## src/rtl/mask_pkg.sv

```systemverilog
// Shared types and helpers for unary/thermometer mask handling.
// The result struct is sized for the widest supported vector; users slice out the low W bits.
package mask_pkg;

  typedef enum logic {
    LSB = 1'b0,
    MSB = 1'b1
  } mask_dir_t;

  localparam int MASK_MAX_W     = 64;
  localparam int MASK_MAX_IDX_W = 6;

  function automatic int MASK_IDX_W(input int w);
    return (w < 2) ? 1 : $clog2(w);
  endfunction

  typedef struct packed {
    logic [MASK_MAX_W-1:0]     x;
    logic [MASK_MAX_IDX_W-1:0] idx;
    logic                      zero;
    logic                      err;
  } mask_res_t;

endpackage

```

## src/rtl/pri_enc.sv

```systemverilog
// One-hot to binary index encoder; the lowest set bit wins, and an all-zero input gives 0.
module pri_enc
  import mask_pkg::*;
#(
  parameter int W  = 8,
  parameter int IW = MASK_IDX_W(W)
) (
  input  logic [W-1:0]  x,
  output logic [IW-1:0] idx
);

  always_comb begin
    idx = '0;
    for (int i = W - 1; i >= 0; i--) begin
      if (x[i]) idx = IW'(i);
    end
  end

endmodule

```

## src/rtl/mask_dec.sv

```systemverilog
// Thermometer mask -> one-hot + index decoder with a single valid/ready register slice.
// Optional legality check and saturating error counter under `MASK_DEC_CHECK_EN.
module mask_dec
  import mask_pkg::*;
#(
  parameter int W           = 8,
  parameter bit TOWARDS_LSB = 1'b1,
  parameter bit INCLUSIVE   = 1'b0,
  parameter int CNT_W       = 8
) (
  input  logic                     clk,
  input  logic                     rst,
  input  logic                     i_in_vld,
  input  logic [W-1:0]             i_in_y,
  output logic                     o_in_rdy,
  output logic                     o_out_vld,
  output logic [W-1:0]             o_out_x,
  output logic [MASK_IDX_W(W)-1:0] o_out_idx,
  output logic                     o_out_zero,
  input  logic                     i_out_rdy,
  output logic                     o_out_err,
  output logic [CNT_W-1:0]         o_err_cnt
);

  localparam int        IW  = MASK_IDX_W(W);
  localparam mask_dir_t DIR = TOWARDS_LSB ? LSB : MSB;

  logic [W-1:0]  x_dec;
  logic [IW-1:0] idx_dec;
  logic          zero_dec;
  logic          err_dec;
  logic          accept;
  logic          vld_q;
  mask_res_t     res_d;
  mask_res_t     res_q;

  assign o_in_rdy = !vld_q || i_out_rdy;
  assign accept   = i_in_vld && o_in_rdy;

  // An empty exclusive mask means the selection sits on the edge the mask grows from.
  always_comb begin
    x_dec = '0;
    if (DIR == LSB) begin
      if (INCLUSIVE)           x_dec = i_in_y & ~(i_in_y >> 1);
      else if (i_in_y == '0)   x_dec = W'(1);
      else                     x_dec = (i_in_y << 1) & ~i_in_y;
    end else begin
      if (INCLUSIVE)           x_dec = i_in_y & ~(i_in_y << 1);
      else if (i_in_y == '0)   x_dec = {1'b1, {(W-1){1'b0}}};
      else                     x_dec = (i_in_y >> 1) & ~i_in_y;
    end
  end

  assign zero_dec = INCLUSIVE && (i_in_y == '0);

  pri_enc #(
    .W  (W),
    .IW (IW)
  ) u_pri_enc (
    .x   (x_dec),
    .idx (idx_dec)
  );

`ifdef MASK_DEC_CHECK_EN
  logic [W-1:0]     y_norm;
  logic [W-1:0]     y_inc;
  logic [CNT_W-1:0] err_cnt_q;

  // A legal mask, normalised to fill from bit 0, is a run of low ones: adding 1 clears every set bit.
  always_comb begin
    y_norm  = (DIR == LSB) ? i_in_y : ~i_in_y;
    y_inc   = y_norm + W'(1);
    err_dec = (y_norm & y_inc) != '0;
    if (!INCLUSIVE && (i_in_y == '1)) err_dec = 1'b1;
  end

  always_ff @(posedge clk) begin
    if (rst) begin
      err_cnt_q <= '0;
    end else if (accept && err_dec && (err_cnt_q != '1)) begin
      err_cnt_q <= err_cnt_q + CNT_W'(1);
    end
  end

  assign o_out_err = res_q.err;
  assign o_err_cnt = err_cnt_q;
`else
  assign err_dec   = 1'b0;
  assign o_out_err = 1'b0;
  assign o_err_cnt = '0;
`endif

  always_comb begin
    res_d           = '0;
    res_d.x[W-1:0]  = x_dec;
    res_d.idx[IW-1:0] = idx_dec;
    res_d.zero      = zero_dec;
    res_d.err       = err_dec;
  end

  always_ff @(posedge clk) begin
    if (rst) begin
      vld_q <= 1'b0;
      res_q <= '0;
    end else if (accept) begin
      vld_q <= 1'b1;
      res_q <= res_d;
    end else if (i_out_rdy) begin
      vld_q <= 1'b0;
    end
  end

  assign o_out_vld  = vld_q;
  assign o_out_x    = res_q.x[W-1:0];
  assign o_out_idx  = res_q.idx[IW-1:0];
  assign o_out_zero = res_q.zero;

  // Struct bits above W/IW are always zero and never reach a port.
  logic unused_bits;
  always_comb begin
    unused_bits = 1'b0;
    for (int i = W; i < MASK_MAX_W; i++)     unused_bits ^= res_q.x[i];
    for (int i = IW; i < MASK_MAX_IDX_W; i++) unused_bits ^= res_q.idx[i];
`ifndef MASK_DEC_CHECK_EN
    unused_bits ^= res_q.err;
`endif
  end

endmodule

```

## config.mk

```make
export PLATFORM = sky130hd
export DESIGN_NAME = mask_dec
export DESIGN_NICKNAME = d
export VERILOG_FILES = /design/src/rtl/mask_pkg.sv /design/src/rtl/pri_enc.sv /design/src/rtl/mask_dec.sv
export SDC_FILE = /design/constraint.sdc
export NUM_CORES = 1
export LEC_CHECK = 0
export ABC_AREA = 1
export CAP_MARGIN = 0
export CORE_MARGIN = 2
export CORE_UTILIZATION = 34
export DETAILED_ROUTE_END_ITERATION = 8
export GPL_TIMING_DRIVEN = 0
export PLACE_DENSITY = 0.74
export SETUP_SLACK_MARGIN = 0.05
export SLEW_MARGIN = 0
export SYNTH_ARGS = -nofsm -noshare
export SYNTH_HDL_FRONTEND = slang
export SYNTH_SLANG_ARGS = --single-unit
```

## constraint.sdc

```tcl
create_clock -name clk -period 0.9 [get_ports clk]
set_input_delay 0.27 -clock clk [delete_from_list [all_inputs] [get_ports clk]]
set_output_delay 0.27 -clock clk [all_outputs]
set_load 0.01 [all_outputs]
```

=== Yosys cells after proc, flatten, opt, wreduce, memory -nomap -nowiden ===
Index checks and enable logic that the tools add are counted.

* Output and inout bits: 23
* Memories kept: 0
* Memory bits (read-only): 0
* Bits in latches: 0
* Word-level logic and storage cells: 21
* Register bits: 12
* Memory bits (writable): 0
* Input bits: 12

* $add $sub $neg: 0
* Mux-type cells: 11
* Shifts and indexed selects: 0
* $lt $le $gt $ge: 0
* Reductions and logical operators: 5
* Equality and inequality tests: 0
* Divide/modulo/power cells: 0
* Bitwise logic cells: 2
* Multipliers: 0

{| class="wikitable"
|+ Operator list
! cell !! count
|-
| $mux W3 || 8
|-
| $and A8 B8 Y8 || 1
|-
| $logic_not A8 Y1 || 1
|-
| $mux W8 || 1
|-
| $not A8 Y8 || 1
|-
| $mux W1 || 2
|-
| $reduce_bool A2 Y1 || 1
|-
| $logic_and A1 B1 Y1 || 1
|-
| $logic_not A1 Y1 || 1
|-
| $logic_or A1 B1 Y1 || 1
|}

=== Longest topological paths before layout ===
Gate-level depths: netlist of run 1.

* Depth in word-level cells: 11
* Mapped depth: 8

=== Hierarchy ===
From an unflattened synthesis of run 1, not the netlist that was laid out.

* Cell total of the unflattened synthesis: 110
* Area, all modules: 703.2 um^2

{| class="wikitable"
|+ Modules (own cells, without submodules)
! module !! times used !! area an instance (um^2) !! cells an instance
|-
| mask_dec || 1 || 608.1 || 91
|-
| pri_enc || 1 || 95.1 || 19
|}

=== Least setup slack after synthesis of run 1 ===
No wires, ideal clock.

* Kind: reg-to-reg
* Start point: register vld_q (netlist: o_out_vld)
* End point: register res_q, in the netlist o_out_x[2]
* Setup time: 0.116 ns
* Cell stages (with the launch flop): 6
* Buffers on the path: 1
* Setup slack: -0.157 ns
* Arrival time: 0.941 ns
* Cell sequence: dfxtp_1 -> nand2_4 -> nand2_4 -> inv_4 -> buf_8 -> o211a_1

* Word-level cells in the longest chain between the ends: 3

{| class="wikitable"
|+ RTL lines
! element !! RTL line !! source
|-
| start: declaration || mask_dec.sv:33 || <nowiki>logic vld_q;</nowiki>
|-
| start signal: assignment || mask_dec.sv:103 || <nowiki>vld_q <= 1'b0;</nowiki>
|-
| start signal: assignment || mask_dec.sv:106 || <nowiki>vld_q <= 1'b1;</nowiki>
|-
| start signal: assignment || mask_dec.sv:109 || <nowiki>vld_q <= 1'b0;</nowiki>
|-
| $logic_not A1 Y1 || mask_dec.sv:37 || <nowiki>assign o_in_rdy = !vld_q || i_out_rdy;</nowiki>
|-
| $logic_or A1 B1 Y1 || mask_dec.sv:37 ||
|-
| via o_in_rdy || mask_dec.sv:15 || <nowiki>output logic o_in_rdy,</nowiki>
|-
| $logic_and A1 B1 Y1 || mask_dec.sv:38 || <nowiki>assign accept = i_in_vld && o_in_rdy;</nowiki>
|-
| end signal: assignment || mask_dec.sv:107 || <nowiki>res_q <= res_d;</nowiki>
|-
| end: declaration || mask_dec.sv:35 || <nowiki>mask_res_t res_q;</nowiki>
|}

The timed path passes the listed nets, and every way through them passes these cells.
A chain may end at the register's enable or synchronous reset.

=== Worst setup path after layout of run 1 ===
* Start point: register vld_q (netlist: o_out_vld)
* End point: register res_q, in the netlist o_out_x[2]

* Word-level cells in the longest chain between the ends: 3

{| class="wikitable"
|+ RTL lines
! element !! RTL line
|-
| $logic_not A1 Y1 || mask_dec.sv:37
|-
| $logic_or A1 B1 Y1 || mask_dec.sv:37
|-
| $logic_and A1 B1 Y1 || mask_dec.sv:38
|}

Every way passes these cells.

==> results.json, run 1 <==
{
  "r2r-start": "o_out_vld",
  "syn_area_um2": 660.6,
  "grt_pass1_vias": 673,
  "end_kind": "register",
  "grt-busiest-layer": "met2",
  "ant_nets": 0,
  "nNetsFinal": 152,
  "numCtsBuffers": 3,
  "critPathBufInv": 3,
  "gp_congestion": 0.7471,
  "power.leakage_nw": 0.6247,
  "grt_util_met3_pct": 3.396,
  "fp-row-count": 15,
  "drt_iter0_markers": 2,
  "rsz0062_at_grt": "true",
  "seqCellArea_um2": 257.7,
  "insertion_delay_ps": 280,
  "diodes": 0,
  "die_area_mm2": 0.002312,
  "layout_setup_ws_ps": -179.5,
  "slew_violations": 0,
  "area_delta_synth_final_pct": 75.57,
  "placeableCoreArea_mm2": 0.001783,
  "initial_core_util_pct": 37.05,
  "dr.pass1.iters": 4,
  "wire_per_inst_um": 10.38,
  "ir_worst_vdd_mv": 1.028,
  "p_per_area_mw_per_mm2": 1262,
  "grt_util_met1_pct": 19.00,
  "crit_family": "flip-flops",
  "final_common_cell": "nand2_1",
  "synth_seq_cells": 12,
  "worstPathArrival_ps": 1250,
  "htree_levels": 1,
  "cp.depth": 6,
  "ff2ff_setup_slack_ps": -180,
  "grt.overflow.total": 0,
  "violations": "negative setup slack",
  "clock.fmax_mhz": 926.4,
  "dp_hpwl_um": 1185,
  "worst_setup_path_start_kind": "register",
  "min_path_type": "input pin to register",
  "dp_cells": 153,
  "path_cells": "nand2_4 -> buf_12 -> nand2_8 -> inv_8 -> buf_8 -> o211a_1",
  "critPathKind": "register to register",
  "grtUsageTotal_pct": 17.21,
  "setup_viol": 25,
  "yosysUniqueCellTypes": 18,
  "synth_cells": 95,
  "slowest_delay_ps": 360,
  "pre_cts_slack_ps": -774.2,
  "cp-startpoint": "o_out_vld",
  "worstSetupEndpoint": "o_out_x[2]",
  "layout.cells.non_filler": 164,
  "utilization_pct": 65.05,
  "synth_warnings": 0,
  "max-cap-violations": 0,
  "grt.met2_usage_pct": 30.13,
  "tns_ps": -2509,
  "fillCellCount": 156,
  "cts.clk_slew.worst_paths_ps": 70,
  "cts-root-buf": "clkbuf_4",
  "fin_hold_ws_ps": 300.6,
  "seq_area_frac_synth_pct": 36.36,
  "final_cell_mix": "nand2_1 (18), buf_4 (15), inv_1 (12), buf_6 (12), dfxtp_2 (11)",
  "die_w_um": 48.08,
  "finClkSkew_ps": 0.9378,
  "hold_viol_final": 0,
  "crit_path_max_fanout": 7,
  "wirelength_um": 1703,
  "portBuffers": 24,
  "period_needed_ps": 1079,
  "status": "finished, violations left",
  "timing.rr.end": "o_out_x[2]",
  "hold_buffers": 0,
  "avgViaCountPerCell": 4.311,
  "cts_tree": "yes",
  "die_height_um": 48.08,
  "drc_errors": 0,
  "antenna_found_initial": 0,
  "period_share_pct": 119.9,
  "clock_sinks": 12,
  "drive_above_1_share_pct": 47.48,
  "io_pins": 35,
  "cpMaxStageDelayCell": "dfxtp_4",
  "grt_max_degree": 9,
  "clockBufferDepth": 2,
  "syn_avg_cell_area_um2": 6.954,
  "multi_input_area_um2": 355.3,
  "worst-r2r-cell-count": 6,
  "grt_pass1_wl_um": 2704,
  "via_count": 707,
  "worst_ep_required_time_ps": 1070
}
## logic make-up (layout without fill, tap and decap cells)
logic type             after synthesis  after routing  share of synthesized area (%)
other                                1             10                         0.5676
flip-flops                          12             12                          36.36
buffers and inverters               26             61                          22.54
AO/OA/AOI/OAI                       19             19                          16.29
AND/OR/NAND/NOR                     37             37                          24.24
## cell usage after synthesis (all sizes together)
cell type,number,area (um^2)
a21oi,11,58.81
buf,11,90.08
conb,1,3.750
dfxtp,12,240.2
inv,15,58.81
nand2,24,105.1
nand3,3,15.01
nand4,1,6.260
nor2,9,33.78
o211a,1,10.01
o21ai,7,38.78
## through the flow
stage,cell area (um^2),power [mW]
final,1160,1.463
after global routing,1160,1.538
after CTS,1146,1.463
after detailed placement,969.7,0.9549
after global placement,969.7,0.9502
after floorplan,698.2,0.7933
## final cells by class
type	count	share of cell area [%]
Inverter	15	5.502
Sequential cell	12	22.22
Buffer	11	7.767
Clock buffer	4	3.128
Tap cell	25	2.697
Multi-Input combinational cell	66	30.64
Timing Repair Buffer	31	28.05
## how the worst min path moves through the flow
stage,cells after the start,to,from
final,2,o_out_idx[2],rst
after global routing,2,o_out_idx[2],rst
after CTS,3,o_out_x[6],i_in_y[5]
after detailed placement,2,o_out_idx[2],o_out_idx[2]
after global placement,2,o_out_idx[2],o_out_idx[2]
after floorplan,1,o_out_vld,rst
## layer usage
metal	part of all wire, %	vias to the layer above	routed length, um
li1	-	363	-
met1	38	316	651
met2	52	23	894
met3	6.6	5	112
met4	2.6	0	45
met5	0	-	0
## report_power, final
| part | switching [mW] | total [mW] | internal, mW |
|---|---|---|---|
| Clock | 0.184 | 0.430 | 0.247 |
| Sequential | 0.0259 | 0.601 | 0.575 |
| Combinational | 0.203 | 0.432 | 0.229 |
## state kept, by name, summed over array words and instances (netlist names)
signal / count
o_out_x: 8
o_out_vld: 1
o_out_idx: 3
## timing repair
action                     4_1_cts  5_1_grt
pin swaps                        4        3
gates resized for setup        101        2
setup endpoints to repair       24       25
gates cloned                     1        0
buffers inserted                 5        1
(Power assumes the default switching activity.)
==> run 2: changes to the inputs <==
- CORE_UTILIZATION: 34 -> 35
- SYNTH_HIERARCHICAL: not set -> 1
==> results.json, run 2 <==
{
  "largest_reg_flops": 8,
  "power.leakage_nw": 0.6603,
  "max-cap-violations": 0,
  "syn_area_um2": 703.2,
  "dp_hpwl_um": 1170,
  "final_cell_mix": "buf_4 (22), nor2_1 (19), buf_6 (17)",
  "path_cells": "buf_4 -> a21oi_4 -> buf_6 -> nand2_2 -> a21oi_2",
  "cp.depth": 5,
  "p_per_area_mw_per_mm2": 1107,
  "grt.overflow.total": 0,
  "fp-row-count": 16,
  "gp_congestion": 0.8291,
  "wire_per_inst_um": 9.702,
  "area_delta_synth_final_pct": 79.18,
  "slew_violations": 0,
  "numCtsBuffers": 3,
  "power_mw": 1.395,
  "portBuffers": 24,
  "seq_area_frac_synth_pct": 34.16,
  "netlist.area_leader.share_pct": 34.16,
  "syn_avg_cell_area_um2": 6.392,
  "clockBufferDepth": 2,
  "synth_edf_count": 0,
  "hold_viol_final": 0,
  "synth_ff_type": "dfxtp_1",
  "insertion_delay_ps": 270,
  "worst-r2r-cell-count": 5,
  "via_count": 775,
  "cts.clk_slew.worst_paths_ps": 70,
  "worstPathArrival_ps": 1280,
  "period_share_pct": 119.7,
  "pwr-share-seq_pct": 42.6,
  "placed_cell_area_mm2": 0.001026,
  "layout_setup_ws_ps": -177.5,
  "design_area_mm2": 0.001260,
  "cts_tree": "yes",
  "grt_pass1_vias": 622,
  "p_int_mw": 0.9891,
  "synth_common_cells": "nor2_1 (24), nand2_1 (22), inv_1 (19), dfxtp_1 (12), buf_4 (11)",
  "min_path_type": "input pin to register",
  "nNetsFinal": 174,
  "p_sw_mw": 0.4063,
  "final_common_cell": "buf_4",
  "yosysTopAreaCell": "dfxtp_1",
  "grt_max_degree": 11,
  "synth_warnings": 6,
  "wirelength_um": 1824,
  "slowest_delay_ps": 360,
  "crit_path_max_fanout": 5,
  "yosysMostFrequentCell": "nor2_1",
  "violations": "negative setup slack",
  "crit_family": "flip-flops",
  "initial_core_util_pct": 36.59,
  "grtUsageTotal_pct": 13.92,
  "rsz0062_at_grt": "true",
  "critPathKind": "register to register",
  "period_needed_ps": 1077,
  "cpMaxStageDelayCell": "dfxtp_4",
  "grt_pass1_wl_um": 2608,
  "clock_sinks": 12,
  "clock.fmax_mhz": 928.1,
  "drc_errors": 0,
  "ant_nets": 0,
  "synth.area.top_cells": "dfxtp_1 (34%), nor2_1 (13%), buf_4 (12%)",
  "worst_ep_required_time_ps": 1100,
  "die_height_um": 48.82,
  "drive_above_1_share_pct": 52.80,
  "critPathBufInv": 2,
  "setup_viol": 24,
  "antenna_found_initial": 0,
  "p_comb_share_pct": 33.4,
  "fillCellCount": 172,
  "finClkSkew_ps": 7.254,
  "htree_levels": 1,
  "diodes": 0,
  "min_path_cells": 5,
  "die_w_um": 48.82,
  "dp_cells": 170,
  "synth_seq_cells": 12,
  "clkPwrFrac_pct": 24.1,
  "avgViaCountPerCell": 4.122,
  "dr.pass1.iters": 4,
  "drt_iter0_markers": 11,
  "yosysUniqueCellTypes": 15,
  "synth_async_sr_flop_share_pct": 0,
  "synth_cells": 110,
  "status": "finished, violations left",
  "worst_setup_path_start_kind": "register",
  "end_kind": "register",
  "die_area_mm2": 0.002383,
  "cts-root-buf": "clkbuf_4",
  "io_pins": 35,
  "layout.cells.non_filler": 188,
  "ir_worst_vdd_mv": 0.9221,
  "placeableCoreArea_mm2": 0.001922,
  "switching_share_pct": 29.12
}
run 2: changes by cell type in the layout (fill, tap and decap cells not counted), moves of 3 or more:
cell             previous run  this run
buf_4                      15        22
o21ai_1                     0         3
nor2_1                      9        19
buf_6                      12        17
inv_1                      12        16
nor2_2                      0         4
clkdlybuf4s15_1             0         4
dlygate4sd2_1              10         3
o21ai_0                     5         0
run 2: layout make-up:
cell class | count | area (um^2) | area share (%)
timing repair buffer | 38 | 355.3 | 28.20
clock buffer | 4 | 26.28 | 2.085
buffer | 12 | 97.59 | 7.746
sequential | 12 | 257.7 | 20.46
multi-input combinational | 76 | 417.9 | 33.17
inverter | 19 | 71.32 | 5.660
tap | 27 | 33.78 | 2.681
run 2: what timing repair did:
action	CTS	global route
buffers inserted	7	5
hold buffers	0	0
resized for setup	114	20
pin swaps	24	14
cloned	1	1
endpoints found under the setup margin	24	24
run 2: power by group through the flow:
stage | logic, mW | clock network, mW | registers [mW]
after floorplan | 0.194 | 0 | 0.610
after global placement | 0.356 | 0 | 0.593
after detailed placement | 0.361 | 0 | 0.595
after CTS | 0.395 | 0.346 | 0.594
after global routing | 0.504 | 0.385 | 0.598
final | 0.466 | 0.336 | 0.594
run 2: cells by family (layout without fill, tap and decap cells):
kind of cell / after synthesis / after routing / share of synthesized area, %
simple gates: 53 / 53 / 32.03
buf+inv: 31 / 73 / 23.49
flops: 12 / 12 / 34.16
other cells: 1 / 10 / 0.5333
compound gates: 13 / 13 / 9.786
run 2: worst paths after layout:
check	startpoint	end	slack (ps)
setup / recovery	o_out_vld	o_out_x[1]	-180
hold / removal	i_in_y[6]	o_out_x[6]	370
setup reg to reg	o_out_vld	o_out_x[1]	-180
hold reg to reg	o_out_x[2]	o_out_x[2]	470
run 2: worst register-to-register path, stage by stage, from the launching register on:
cell and delay [ps]:
dfxtp_4 360, buf_4 140, a21oi_4 180, buf_6 160, nand2_2 60, a21oi_2 130
run 2: stage by stage:
stage          setup TNS, ps  util [%]  worst slack [ps]  hold WS [ps]
3_3_place_gp           -9363     53.39            -818.1         454.1
2_1_floorplan         -572.5         -            -221.2         329.4
3_5_place_dp           -9543     53.39            -821.7         457.0
5_1_grt                -3568     65.56            -222.0         359.3
4_1_cts                -2187     60.29            -190.3         344.4
6_report               -2516     65.56            -177.5         366.3
run 2: per-layer routing:
metal  track usage [%]  share of wire (%)
met2             25.80                 57
met4             4.286                1.0
met1             15.36                 38
met3             3.681                3.3
met5                 0                  0
==> run 3: changes to the inputs <==
- CTS_CLUSTER_SIZE: not set -> 25
- MAX_ROUTING_LAYER: not set -> met4
==> results.json, run 3 (synthesis results as in run 2) <==
{
  "grt_util_met1_pct": 15.36,
  "drt_iter0_markers": 10,
  "ir_worst_vdd_mv": 0.9200,
  "insertion_delay_ps": 270,
  "portBuffers": 24,
  "area_delta_synth_final_pct": 79.18,
  "worst_ep_required_time_ps": 1100,
  "tns_ps": -2490,
  "io_pins": 35,
  "via_count": 793,
  "grt-busiest-layer": "met2",
  "finClkSkew_ps": 7.443,
  "power_mw": 1.394,
  "p_comb_share_pct": 33.4,
  "fp-row-count": 16,
  "rsz0062_at_grt": "true",
  "grt_pass1_wl_um": 2615,
  "period_share_pct": 120.2,
  "dr.pass1.iters": 4,
  "grt.met2_usage_pct": 25.80,
  "cts_tree": "yes",
  "power.leakage_nw": 0.6603,
  "grt_pass1_vias": 621,
  "largest_reg_flops": 8,
  "p_int_mw": 0.9890,
  "layout.cells.non_filler": 188,
  "worstPathArrival_ps": 1280,
  "period_needed_ps": 1082,
  "layout_setup_ws_ps": -182.0,
  "initial_core_util_pct": 36.59,
  "end_kind": "register",
  "dp_cells": 170,
  "clock.fmax_mhz": 924.3,
  "die_area_mm2": 0.002383,
  "placeableCoreArea_mm2": 0.001922,
  "setup_viol": 24,
  "numCtsBuffers": 3,
  "max-cap-violations": 0,
  "nNetsFinal": 174,
  "ant_nets": 0,
  "cts.clk_slew.worst_paths_ps": 70,
  "fillCellCount": 172,
  "htree_levels": 1,
  "status": "finished, violations left",
  "fin_hold_ws_ps": 367.3,
  "drive_above_1_share_pct": 52.80,
  "dp_hpwl_um": 1170,
  "hold_viol_final": 0,
  "grt.overflow.total": 0,
  "clockBufferDepth": 2,
  "clock_sinks": 12,
  "die_height_um": 48.82,
  "critPathKind": "register to register",
  "worst_setup_path_start_kind": "register",
  "violations": "negative setup slack",
  "slew_violations": 0,
  "min_path_type": "input pin to register",
  "die_w_um": 48.82,
  "grt_max_degree": 11,
  "design_area_mm2": 0.001260,
  "p_sw_mw": 0.4050,
  "antenna_found_initial": 0,
  "clkPwrFrac_pct": 24.0,
  "crit_path_max_fanout": 5,
  "final_common_cell": "buf_4",
  "p_per_area_mw_per_mm2": 1106,
  "final_cell_mix": "buf_4 (22), nor2_1 (19), buf_6 (17)",
  "avgViaCountPerCell": 4.218,
  "pre_cts_slack_ps": -821.7,
  "switching_share_pct": 29.05,
  "wire_per_inst_um": 9.707,
  "grt_util_met3_pct": 3.681,
  "drc_errors": 0,
  "grtUsageTotal_pct": 14.31,
  "pwr-share-seq_pct": 42.6,
  "cts-root-buf": "clkbuf_4",
  "gp_congestion": 0.8417,
  "diodes": 0,
  "placed_cell_area_mm2": 0.001026,
  "wirelength_um": 1825,
  "utilization_pct": 65.56
}
[run 3: cell counts in the layout (fill, tap and decap cells not counted)]
Identical to the previous run, type by type.
[run 3: power groups by stage]
stage | Sequential, mW | Clock (mW) | Combinational (mW)
2_1_floorplan | 0.610 | 0 | 0.194
3_3_place_gp | 0.593 | 0 | 0.356
3_5_place_dp | 0.595 | 0 | 0.361
4_1_cts | 0.594 | 0.346 | 0.395
5_1_grt | 0.598 | 0.385 | 0.503
6_report | 0.594 | 0.334 | 0.466
[run 3: routing by layer]
metal  wire [um]  vias up
met5           0        -
met4          13        0
li1            -      408
met1         685      361
met3          73        2
met2        1052       22
[run 3: critical path: stages, from the launching register on]
cell and delay, ps:
dfxtp_4 360, buf_4 140, a21oi_4 180, buf_6 160, nand2_2 60, a21oi_2 130
[run 3: path summary, 6_finish.rpt]
| check | cells after the start | endpoint | from | slack [ps] |
|---|---|---|---|---|
| worst min-delay path | 5 | o_out_x[6] | i_in_y[6] | 370 |
| worst max-delay path | 5 | o_out_x[1] | o_out_vld | -180 |
| worst min register to register | 2 | o_out_x[2] | o_out_x[2] | 470 |
| worst max register to register | 5 | o_out_x[1] | o_out_vld | -180 |
[run 3: area by class of cell]
type | count | area [um^2] | area share (%)
buffer | 12 | 97.59 | 7.746
tap | 27 | 33.78 | 2.681
clock buffer | 4 | 26.28 | 2.085
sequential | 12 | 257.7 | 20.46
inverter | 19 | 71.32 | 5.660
timing repair buffer | 38 | 355.3 | 28.20
multi-input combinational | 76 | 417.9 | 33.17
[run 3: timing repair]
| item | 4_1_cts | 5_1_grt |
|---|---|---|
| endpoints found under the setup margin | 24 | 24 |
| hold buffers | 0 | 0 |
| buffers inserted | 7 | 5 |
| endpoints found under the hold margin | 0 | 0 |
| resized for setup | 114 | 20 |
| pin swaps | 24 | 14 |
| cloned | 1 | 1 |
